<file path="config.mk">
export PLATFORM = sky130hd
export DESIGN_NAME = piso_bitstream_feeder_flat
export DESIGN_NICKNAME = d
export VERILOG_FILES = /design/src/rtl/piso_bitstream_feeder_if.sv /design/src/rtl/piso_bitstream_feeder.sv /design/src/flat_wrapper.sv
export SDC_FILE = /design/constraint.sdc
export NUM_CORES = 1
export LEC_CHECK = 0
export ABC_CLOCK_PERIOD_IN_PS = 1600
export BUFFER_PORTS_ARGS = -buffer_cell sky130_fd_sc_hd__buf_2
export CAP_MARGIN = 20
export CORE_UTILIZATION = 56
export CTS_CLUSTER_DIAMETER = 120
export DETAILED_ROUTE_END_ITERATION = 6
export GPL_TIMING_DRIVEN = 0
export PLACE_DENSITY_LB_ADDON = 0.3
export SYNTH_ARGS = -nofsm -noshare
export SYNTH_HDL_FRONTEND = slang
export SYNTH_SLANG_ARGS = --single-unit
export TNS_END_PERCENT = 50
</file>
<file path="constraint.sdc">
create_clock -name clk -period 1.6 [get_ports clk]
set_input_delay 0 -clock clk [delete_from_list [all_inputs] [get_ports clk]]
set_output_delay 0 -clock clk [all_outputs]
set_load 0.01 [all_outputs]
</file>
<file path="src/rtl/piso_bitstream_feeder_if.sv">
// Word-in / bit-out bundle between a word producer and the PISO feeder.
// The feeder side uses the slave modport; the producer side uses master.
interface piso_bitstream_feeder_if #(
  parameter int WIDTH = 8
);
  logic [WIDTH-1:0] par_in;
  logic             par_valid;
  logic             par_ready;
  logic             dout;
  logic             dout_valid;
  logic             sof;
  logic             busy;

  modport master (
    output par_in,
    output par_valid,
    input  par_ready,
    input  dout,
    input  dout_valid,
    input  sof,
    input  busy
  );

  modport slave (
    input  par_in,
    input  par_valid,
    output par_ready,
    output dout,
    output dout_valid,
    output sof,
    output busy
  );
endinterface

</file>
<file path="src/rtl/piso_bitstream_feeder.sv">
// Parallel-in serial-out feeder producing the detector's din bit stream.
// A one-word hold buffer lets consecutive words stream without gap bits.
module piso_bitstream_feeder #(
  parameter int WIDTH     = 8,
  parameter bit MSB_FIRST = 1'b1
) (
  input  logic                   clk,
  input  logic                   rst,
  piso_bitstream_feeder_if.slave bus
);
  localparam int CW = $clog2(WIDTH) + 1;

  typedef enum logic {IDLE, SHIFT} state_t;

  state_t           state, state_next;
  logic [WIDTH-1:0] sreg, sreg_next;
  logic [WIDTH-1:0] hbuf, hbuf_next;
  logic [CW-1:0]    cnt, cnt_next;
  logic             hvalid, hvalid_next;
  logic             accept;
  logic             last;
  logic [WIDTH-1:0] sreg_shifted;

  assign bus.par_ready = !hvalid && !rst;
  assign accept        = bus.par_valid && bus.par_ready;
  assign last          = (state == SHIFT) && (cnt == CW'(WIDTH - 1));
  assign sreg_shifted  = MSB_FIRST ? {sreg[WIDTH-2:0], 1'b0} : {1'b0, sreg[WIDTH-1:1]};

  // Outputs decode from registered state, so reset clears them asynchronously.
  assign bus.dout_valid = (state == SHIFT);
  assign bus.dout       = (state == SHIFT) && (MSB_FIRST ? sreg[WIDTH-1] : sreg[0]);
  assign bus.sof        = (state == SHIFT) && (cnt == '0);
  assign bus.busy       = (state == SHIFT) || hvalid;

  always_ff @(posedge clk or posedge rst) begin
    if (rst) begin
      state  <= IDLE;
      sreg   <= '0;
      hbuf   <= '0;
      cnt    <= '0;
      hvalid <= 1'b0;
    end else begin
      state  <= state_next;
      sreg   <= sreg_next;
      hbuf   <= hbuf_next;
      cnt    <= cnt_next;
      hvalid <= hvalid_next;
    end
  end

  // On the final bit, the held word wins; otherwise a same-cycle accept loads directly.
  always_comb begin
    state_next  = state;
    sreg_next   = sreg;
    hbuf_next   = hbuf;
    cnt_next    = cnt;
    hvalid_next = hvalid;
    unique case (state)
      IDLE: begin
        if (accept) begin
          sreg_next  = bus.par_in;
          cnt_next   = '0;
          state_next = SHIFT;
        end
      end
      SHIFT: begin
        if (last) begin
          if (hvalid) begin
            sreg_next   = hbuf;
            hvalid_next = 1'b0;
            cnt_next    = '0;
          end else if (accept) begin
            sreg_next = bus.par_in;
            cnt_next  = '0;
          end else begin
            state_next = IDLE;
          end
        end else begin
          sreg_next = sreg_shifted;
          cnt_next  = cnt + 1'b1;
          if (accept) begin
            hbuf_next   = bus.par_in;
            hvalid_next = 1'b1;
          end
        end
      end
      default: state_next = IDLE;
    endcase
  end
endmodule

</file>
<file path="src/flat_wrapper.sv">
// flat-port wrapper written by rule: the top's interface ports become plain ports
module piso_bitstream_feeder_flat 
#(
  parameter int WIDTH     = 8,
  parameter bit MSB_FIRST = 1'b1
)
  (clk, rst, bus_par_in, bus_par_valid, bus_par_ready, bus_dout, bus_dout_valid, bus_sof, bus_busy);
  piso_bitstream_feeder_if #(.WIDTH(WIDTH)) bus_i ();
  input  logic clk;
  input  logic rst;
  input wire logic [$bits(bus_i.par_in)-1:0] bus_par_in;
  input wire logic [$bits(bus_i.par_valid)-1:0] bus_par_valid;
  output wire logic [$bits(bus_i.par_ready)-1:0] bus_par_ready;
  output wire logic [$bits(bus_i.dout)-1:0] bus_dout;
  output wire logic [$bits(bus_i.dout_valid)-1:0] bus_dout_valid;
  output wire logic [$bits(bus_i.sof)-1:0] bus_sof;
  output wire logic [$bits(bus_i.busy)-1:0] bus_busy;
  assign bus_i.par_in = bus_par_in;
  assign bus_i.par_valid = bus_par_valid;
  assign bus_par_ready = bus_i.par_ready;
  assign bus_dout = bus_i.dout;
  assign bus_dout_valid = bus_i.dout_valid;
  assign bus_sof = bus_i.sof;
  assign bus_busy = bus_i.busy;
  piso_bitstream_feeder #(.WIDTH(WIDTH), .MSB_FIRST(MSB_FIRST)) u_core (.clk(clk), .rst(rst), .bus(bus_i));
endmodule
</file>
==> run metrics, run 1 <==
Max Freq=roughly 650 MHz; final core utilization=0.754; CP max stage cell=dfrtp_1; core area=slightly above 0.002 mm²; post-synthesis compound-gate area fraction=0.195; Die ar.=around 0.0025 mm²; synthesized-area fraction occupied by xor and xnor cells=0; Final nets=approximately 160; # IOs=16; top routing layer in use=met4; synth warn=0; gpl congestion=a little under 0.8; R2R cell count=5; met1 WL=approximately 1300 µm; Reg2Reg Capture Point=u_core.cnt[1]$_DFF_PP0_; Ant. Diodes=0; metal2 WL=between 1000 and 1500 µm; Mapped Avg Cell Area=~11 µm²; first-pass GRT wire length=between 5000 and 6000 µm; required time of the worst setup path=around 1800 ps; max_cap viols=0; status=finished, final reports clean; mux contribution to synthesized area=0.143; Die Wd=between 40 and 50 µm; drt drc=0; type of the tightest min-delay check=input port to asynchronous set/reset pin; worst setup path startpoint=u_core.cnt[0]$_DFF_PP0_; CTS Buf Count=3; Post-synth ARST share=1.00; Site Rows=16; vias in the first global route=996; Power Total=around 0.0026 W; Die H=49.9 µm; ANT nets after route=0; instance count on the critical path=5; crit path capture=u_core.cnt[1]$_DFF_PP0_; fill cell count=149; initial core utilization=0.623; clock root buffer=clkbuf_4; drt pass-1 iters=4; Vias=around 1000; Final Setup Violations=0; Leak=roughly 0.76 nW; clk_skew=about 6.6 ps; crit-path cells=ha_4, nand3b_1, buf_4, o21ai_1, a32o_1; CTS max path bufs=2; initial antenna violation count=0; CTS tree=yes; detailed placement HPWL=roughly 1900 µm; Hold Fails Final Rpt=0; max-slew violation count=0; post-synthesis cell count=roughly 110; layout cell share with drive strength beyond 1=0.340; Slew @ Worst Pin=859 ps; Num Clock Sinks=22; Reg2Reg Setup Slack=between 50 and 60 ps; PwrDens=roughly 1700 mW/mm²; Crit Path Class=flip-flop to flip-flop; cell family with most CP delay=flip-flops; clk_lat worst skew=approximately 330 ps; drt total wl=~2900 µm; largest net degree at the start of global routing=24; period utilisation layout=0.966; Yosys top cell area share=0.429; wire length per cell=between 15 and 20 µm; most frequent cells after synthesis=22 x dfrtp_1, 9 x mux2i_1, 8 x a22o_1; metal3 WL=between 100 and 150 µm; H-tree lvl count=1; #FFs+latches synth=22; I/O Buffers=15; Synth Flop Type=dfrtp_1; DR vias/cell=5.98; GRT overflow=0; syn_nets=approximately 130; Synth Area in Adders=0.0195; Starting DRT DRC Count=17; CP max stage delay=460 ps; Worst EP arrival=roughly 1800 ps; total global-route track usage=0.273; RSZ-0062 raised after global routing=no; post-synthesis simple-gate area fraction=0.153; Worst Path Buf+Inv=1; reg2reg start=u_core.cnt[0]$_DFF_PP0_; Final min period=1540 ps; main combinational cell family by area after synthesis=compound AO/OA/AOI/OAI gates; Post-synth EDFFs=0; CP Launch Type=flip-flop; Slew HR=0.427; Netlist cell types=39; cell with the most instances after synthesis=dfrtp_1; Netlist Area Pre-Place=approximately 0.0013 mm²; largest fanout on the critical path=10; clock slew at reported path FFs=roughly 140 ps; worst vdd ir=about 1.2 mV; ranking of synthesized cells by area=dfrtp_1 43%, mux2i_1 7.0%, mux2_2 6.1%; cell taking the most area after synthesis=dfrtp_1; area grow syn2layout=21.1%; Critical Path End Type=flip-flop; sequential area share after synthesis=0.429
## routing by layer
metal,up-vias,track usage
li1,478,-
met1,499,0.376
met2,24,0.439
met3,4,0.0463
met4,0,0.0714
met5,-,0
## sequential cells by signal, indices dropped and copies added (netlist names)
register               cells
u_core.bus.dout_valid      1
u_core.cnt                 4
u_core.hvalid              1
u_core.sreg                8
u_core.hbuf                8
## repair_timing
action,in CTS,in global routing
hold buffers,8,0
setup endpoints to repair,1,10
cloned,0,0
gates resized for setup,1,7
endpoints found under the hold margin,8,0
setup buffers,0,1
## report_power, final
group | internal [W] | switching, W
clock | 0.000254 | 0.000193
combinational | 0.000621 | 0.000564
sequential | 0.000804 | 0.000206
total | 0.00168 | 0.000964
## per-stage QoR
step	setup TNS [ps]	cell area [µm²]	setup WS (ps)	instances	hold slack [ps]
finish	0	1560	55.2	168	19.4
global route	0	1560	11.4	168	115
CTS	0	1530	19.4	167	58.1
detailed placement	-21.3	1390	-21.3	155	252
global placement	0	1390	18.1	155	243
floorplan	0	1280	155	113	149
## placed cells by master (no fill, tap or decap), types with 2 or more instances in the layout
cell type and n:
a211o_1 6, a21oi_1 2, a22o_1 8, a22oi_1 6, and2_1 2, and3b_2 7
buf_2 18, buf_4 4, buf_6 2, clkbuf_4 3, dfrtp_1 22, dlygate4sd3_1 8
inv_1 4, mux2_2 7, mux2i_1 9, nand2_1 3, nor2_1 2, nor2b_1 2
## cell families (layout without fill, tap and decap cells)
logic type / Yosys count / count (layout)
and+or+nand+nor: 25 / 25
adders and majority gates: 2 / 2
AOI/OAI and AO/OA: 32 / 32
muxes: 17 / 17
buffers and inverters: 15 / 43
DFF: 22 / 22
## worst register-to-register path, cell delays in order (launching register included)
cell and delay [ps]:
dfrtp_1 460, ha_4 190, nand3b_1 170, buf_4 220
o21ai_1 120, a32o_1 300
## worst min-delay path by stage
stage	startpoint	end	slack (ps)	cells past startpoint
2_1_floorplan	bus_par_in[6]	u_core.hbuf[6]$_DFFE_PP0P_	150	1
3_3_place_gp	bus_par_in[6]	u_core.hbuf[6]$_DFFE_PP0P_	240	2
5_1_grt	rst	u_core.bus.dout_valid$_DFF_PP0_	110	4
6_report	rst	u_core.sreg[2]$_DFF_PP0_	20	3
4_1_cts	rst	u_core.sreg[5]$_DFF_PP0_	60	3
3_5_place_dp	bus_par_in[4]	u_core.hbuf[4]$_DFFE_PP0P_	250	2
## layout make-up
cell class,count,area [µm²],area share
Buffer,11,72.6,0.0467
Multi-Input combinational cell,76,668,0.430
Tap cell,27,33.8,0.0217
Inverter,4,15.0,0.00965
Timing Repair Buffer,24,163,0.105
Clock buffer,3,22.5,0.0145
Sequential cell,22,551,0.354
Clock inverter,1,30.0,0.0193
No activity file was read; power rests on OpenSTA's default activity.
==> run 2, diff against run 1 <==
--- a/config.mk
+++ b/config.mk
@@ -6,11 +6,11 @@
 export NUM_CORES = 1
 export LEC_CHECK = 0
 export ABC_CLOCK_PERIOD_IN_PS = 1600
-export BUFFER_PORTS_ARGS = -buffer_cell sky130_fd_sc_hd__buf_2
 export CAP_MARGIN = 20
-export CORE_UTILIZATION = 56
+export CORE_UTILIZATION = 61
 export CTS_CLUSTER_DIAMETER = 120
 export DETAILED_ROUTE_END_ITERATION = 6
+export DONT_BUFFER_PORTS = 1
 export GPL_TIMING_DRIVEN = 0
 export PLACE_DENSITY_LB_ADDON = 0.3
 export SYNTH_ARGS = -nofsm -noshare
==> run 2 against run 1 <==
Effect of this change: highest routed layer unchanged; clock power down 43%; via count down 5.0%; clock-buffer cell count unchanged; critical endpoint is now u_core.sreg[3]$_DFF_PP0_; worst setup slack better by 22 ps; sequential cell count unchanged.
==> run metrics, run 2 (synthesized netlist as in run 1, its figures left out) <==
status=finished, final reports clean; type of the tightest min-delay check=input port to flip-flop; Die Wd=approximately 48 µm; Reg area=~550 µm²; hold_ws=16.6 ps; core area=slightly below 0.002 mm²; max_cap viols=0; CP Launch Type=flip-flop; top flop regs=u_core.hbuf (8), u_core.sreg (8), u_core.cnt (4); vias in the first global route=approximately 890; total global-route track usage=0.267; PwrDens=about 1600 mW/mm²; Max Freq=657 MHz; post-route setup TNS=0 ps; drt pass-1 iters=4; Final nets=141; metal2 WL=1390 µm; Num Clock Sinks=22; clk_lat worst skew=between 300 and 400 ps; largest fanout on the critical path=9; required time of the worst setup path=between 1500 and 2000 ps; Vias=~960; wire length per cell=between 15 and 20 µm; largest net degree at the start of global routing=24; Final min period=between 1500 and 2000 ps; commonest non-fill, non-tap cell in the layout=dfrtp_1; first-pass GRT wire length=4100 µm; gpl congestion=about 0.8; RSZ-0062 raised after global routing=no; met1 WL=1240 µm; drt total wl=2780 µm; initial antenna violation count=0; layout cell share with drive strength beyond 1=0.262; ANT nets after route=0; Final WS setup=slightly below 80 ps; initial core utilization=0.654; area grow syn2layout=14.0%; Crit Path Class=flip-flop to flip-flop; # IOs=16; Worst EP arrival=between 1500 and 2000 ps; clk_skew=about 5.3 ps; H-tree lvl count=1; Hold Fails Final Rpt=0; Leak=a little under 0.7 nW; clock root buffer=clkbuf_4; pre-CTS setup slack=0.120 ps; CTS tree=yes; Site Rows=16; Ant. Diodes=0; fill cell count=around 160; drt drc=0; DR vias/cell=between 6 and 7; GRT overflow=0; top routing layer in use=met4; period utilisation layout=0.952; Die ar.=about 0.0023 mm²; Critical Path End Type=flip-flop; max-slew violation count=0; worst vdd ir=roughly 1.1 mV; CTS Buf Count=3; Slew HR=0.671; clock slew at reported path FFs=~120 ps; Final Setup Violations=0; I/O Buffers=0; CTS max path bufs=2; detailed placement HPWL=1780 µm; Power Total=between 0.002 and 0.0025 W; Die H=47.9 µm; Starting DRT DRC Count=31; multi-input logic area=673 µm²; commonest non-fill, non-tap cells in the layout=22 x dfrtp_1, 9 x mux2i_1, 9 x dlygate4sd3_1, 8 x a22o_1; final core utilization=0.746; Slew @ Worst Pin=approximately 500 ps; metal3 WL=approximately 110 µm
[run 2: path summary, 6_finish.rpt]
kind,startpoint,endpoint,slack (ps),depth (start not counted)
worst max-delay path,u_core.cnt[1]$_DFF_PP0_,u_core.sreg[3]$_DFF_PP0_,80,5
worst min-delay path,bus_par_valid,u_core.hvalid$_DFFE_PP0P_,20,3
worst max register to register,u_core.cnt[1]$_DFF_PP0_,u_core.sreg[3]$_DFF_PP0_,80,5
max in group asynchronous,rst,u_core.sreg[2]$_DFF_PP0_,970,3
min in group asynchronous,rst,u_core.cnt[1]$_DFF_PP0_,340,3
worst min register to register,u_core.hbuf[0]$_DFFE_PP0P_,u_core.hbuf[0]$_DFFE_PP0P_,520,1
[run 2: power breakdown]
part           leakage [nW]  switching [W]  internal [W]
sequential            0.268       0.000203      0.000804
combinational         0.400       0.000550      0.000585
clock                0.0138       0.000165     0.0000882
[run 2: cell type report]
class                      instances  share of cell area
tap                               27              0.0231
multi-input combinational         76               0.460
clock buffer                       3              0.0154
timing repair buffer              10              0.0667
inverter                           4              0.0128
sequential                        22               0.376
buffer                            11              0.0462
[run 2: what timing repair did]
action,4_1_cts,5_1_grt
hold buffers,9,0
hold endpoints to repair,31,0
resized for setup,2,4
buffers inserted,0,1
endpoints found under the setup margin,2,10
[run 2: metrics by stage]
| step | instances | area [µm²] |
|---|---|---|
| floorplan | 113 | 1280 |
| global placement | 140 | 1320 |
| detailed placement | 140 | 1320 |
| CTS | 152 | 1440 |
| global route | 153 | 1460 |
| finish | 153 | 1460 |
[run 2: critical path, stage by stage (launching register included)]
cell      delay [ps]
dfrtp_1          440
ha_4             170
nand3b_1         160
and2_1           200
buf_2            180
a22o_1           260
[run 2: routing by layer]
metal  up-vias  global-route usage
met3         6              0.0566
met1       471               0.345
met4         0              0.0833
met2        22               0.446
li1        456                   -
met5         -                   0
==> run 3, diff against run 2 <==
--- a/config.mk
+++ b/config.mk
@@ -13,6 +13,7 @@
 export DONT_BUFFER_PORTS = 1
 export GPL_TIMING_DRIVEN = 0
 export PLACE_DENSITY_LB_ADDON = 0.3
+export SETUP_SLACK_MARGIN = 0.3
 export SYNTH_ARGS = -nofsm -noshare
 export SYNTH_HDL_FRONTEND = slang
 export SYNTH_SLANG_ARGS = --single-unit
==> run 3 against run 2 <==
Effect of this change: the flow now finishes with violations (negative hold slack); highest routed layer is now met3; die area is the same; wire length grew 1.2%; clock power grew 69%; sequential share of layout area shrank 2.2 points; global-route usage grew 1.3 points; critical path type unchanged; final cell count grew 3.9%; via count grew 3.8%.
==> run metrics, run 3 (synthesized netlist as in run 1, its figures left out) <==
fill cell count=roughly 140; number of hold buffers added after cts=9; drt drc=0; vias in the first global route=around 940; initial core utilization=0.654; Final min period=about 1500 ps; largest net degree at the start of global routing=24; total global-route track usage=0.279; reg2reg start=u_core.cnt[1]$_DFF_PP0_; RSZ-0062 raised after global routing=yes; Layout Cells excl Fill=159; status=complete, but fails checks; CTS Buf Count=3; Placed Instances=140; initial antenna violation count=0; NetSw=roughly 0.00096 W; clock power share=0.157; worst setup path startpoint=u_core.cnt[1]$_DFF_PP0_; wire length per cell=~18 µm; Vias=between 900 and 1000; Cell Int Power=0.00176 W; Critical Path End Type=flip-flop; R2R cell count=4; largest fanout on the critical path=8; worst vdd ir=1.21 mV; clock slew at reported path FFs=roughly 130 ps; commonest non-fill, non-tap cell in the layout=dfrtp_1; type of the tightest min-delay check=input port to asynchronous set/reset pin; PwrDens=between 1500 and 2000 mW/mm²; drt pass-1 iters=4; # IOs=16; Starting DRT DRC Count=23; Reg2Reg Setup Slack=approximately 120 ps; H-tree lvl count=1; Die H=between 40 and 50 µm; combinational share of power=0.478; I/O Buffers=0; ANT nets after route=0; Switching Fraction=0.353; area grow syn2layout=21.2%; Die ar.=between 0.002 and 0.0025 mm²; gpl congestion=between 0.7 and 0.8; Hold Fails Final Rpt=22; Site Rows=16; hold_ws=-91.3 ps; top flop regs=u_core.hbuf (8), u_core.sreg (8), u_core.cnt (4); drt total wl=2820 µm; Max Freq=roughly 680 MHz; violated checks=negative hold slack; CTS tree=yes; clk_lat worst skew=between 300 and 400 ps; multi-input logic area=between 600 and 700 µm²; Final nets=about 150; Final Setup Violations=0; Ant. Diodes=0; DR vias/cell=6.23; Reg area=around 550 µm²; Leak=roughly 0.75 nW; post-route setup TNS=0 ps; final core utilization=0.793; first-pass GRT wire length=roughly 4300 µm; layout cell share with drive strength beyond 1=0.311; Die Wd=between 40 and 50 µm; period utilisation layout=0.925; Reg2Reg Capture Point=u_core.hbuf[0]$_DFFE_PP0P_; max-slew violation count=0; max_cap viols=0; required time of the worst setup path=around 1800 ps; Power Total=~0.0027 W; detailed placement HPWL=approximately 1800 µm; sequential power share=0.365; crit path capture=u_core.hbuf[0]$_DFFE_PP0P_; CP Launch Type=flip-flop; clock root buffer=clkbuf_4; commonest non-fill, non-tap cells in the layout=22 x dfrtp_1, 9 x mux2i_1, 9 x dlygate4sd3_1, 8 x a22o_1; GRT overflow=0; Slew @ Worst Pin=about 860 ps; core area=a little under 0.002 mm²; Crit Path Class=flip-flop to flip-flop; Slew HR=0.424; CTS max path bufs=2; Num Clock Sinks=22; clk_skew=roughly 16 ps; Worst EP arrival=1680 ps
## run 3: power groups by stage
stage | registers [W] | clock network (W) | logic (W)
6_report | 0.000993 | 0.000428 | 0.00130
5_1_grt | 0.00102 | 0.000456 | 0.00142
4_1_cts | 0.000989 | 0.000431 | 0.00127
3_5_place_dp | 0.00101 | 0 | 0.00110
3_3_place_gp | 0.000989 | 0 | 0.00106
2_1_floorplan | 0.000951 | 0 | 0.000926
## run 3: how the worst min path moves through the flow
| stage | endpoint | slack, ps | cells after the start |
|---|---|---|---|
| floorplan | u_core.hbuf[6]$_DFFE_PP0P_ | 150 | 1 |
| global placement | u_core.hbuf[6]$_DFFE_PP0P_ | 150 | 1 |
| detailed placement | u_core.hbuf[5]$_DFFE_PP0P_ | 150 | 1 |
| CTS | u_core.hbuf[6]$_DFFE_PP0P_ | -60 | 2 |
| global route | u_core.hbuf[6]$_DFFE_PP0P_ | -20 | 2 |
| finish | u_core.hbuf[6]$_DFFE_PP0P_ | -90 | 2 |
## run 3: cell type report
class                   count  share of cell area
clock inverters             1              0.0193
repair buffers             15              0.0949
well taps                  27              0.0217
multi-input cells          76               0.430
inverters                   4             0.00965
plain buffers              11              0.0563
clock buffers               3              0.0145
flip-flops and latches     22               0.354
## run 3: timing repair
action | 4_1_cts | 5_1_grt
hold endpoints to repair | 32 | 22
setup buffers | 4 | 1
gates cloned | 1 | 0
pin swaps | 3 | 3
resized for setup | 7 | 1
endpoints found under the setup margin | 25 | 25
## run 3: metal layers
layer,GRT usage,part of all wire
met5,0,0
met4,0.0833,0
met3,0.0453,0.037
met2,0.476,0.53
met1,0.364,0.43
## run 3: worst max-delay path, stage by stage (launching register included)
cell      delay [ps]
dfrtp_1          380
ha_2             190
nand3b_1         210
nand3_4          240
mux2_2           360
## run 3: stage by stage
step / setup slack, ps / area (µm²)
after floorplan: 259 / 1300
after global placement: 161 / 1340
after detailed placement: 114 / 1340
after CTS: 172 / 1550
after global routing: 59.0 / 1560
final: 120 / 1560
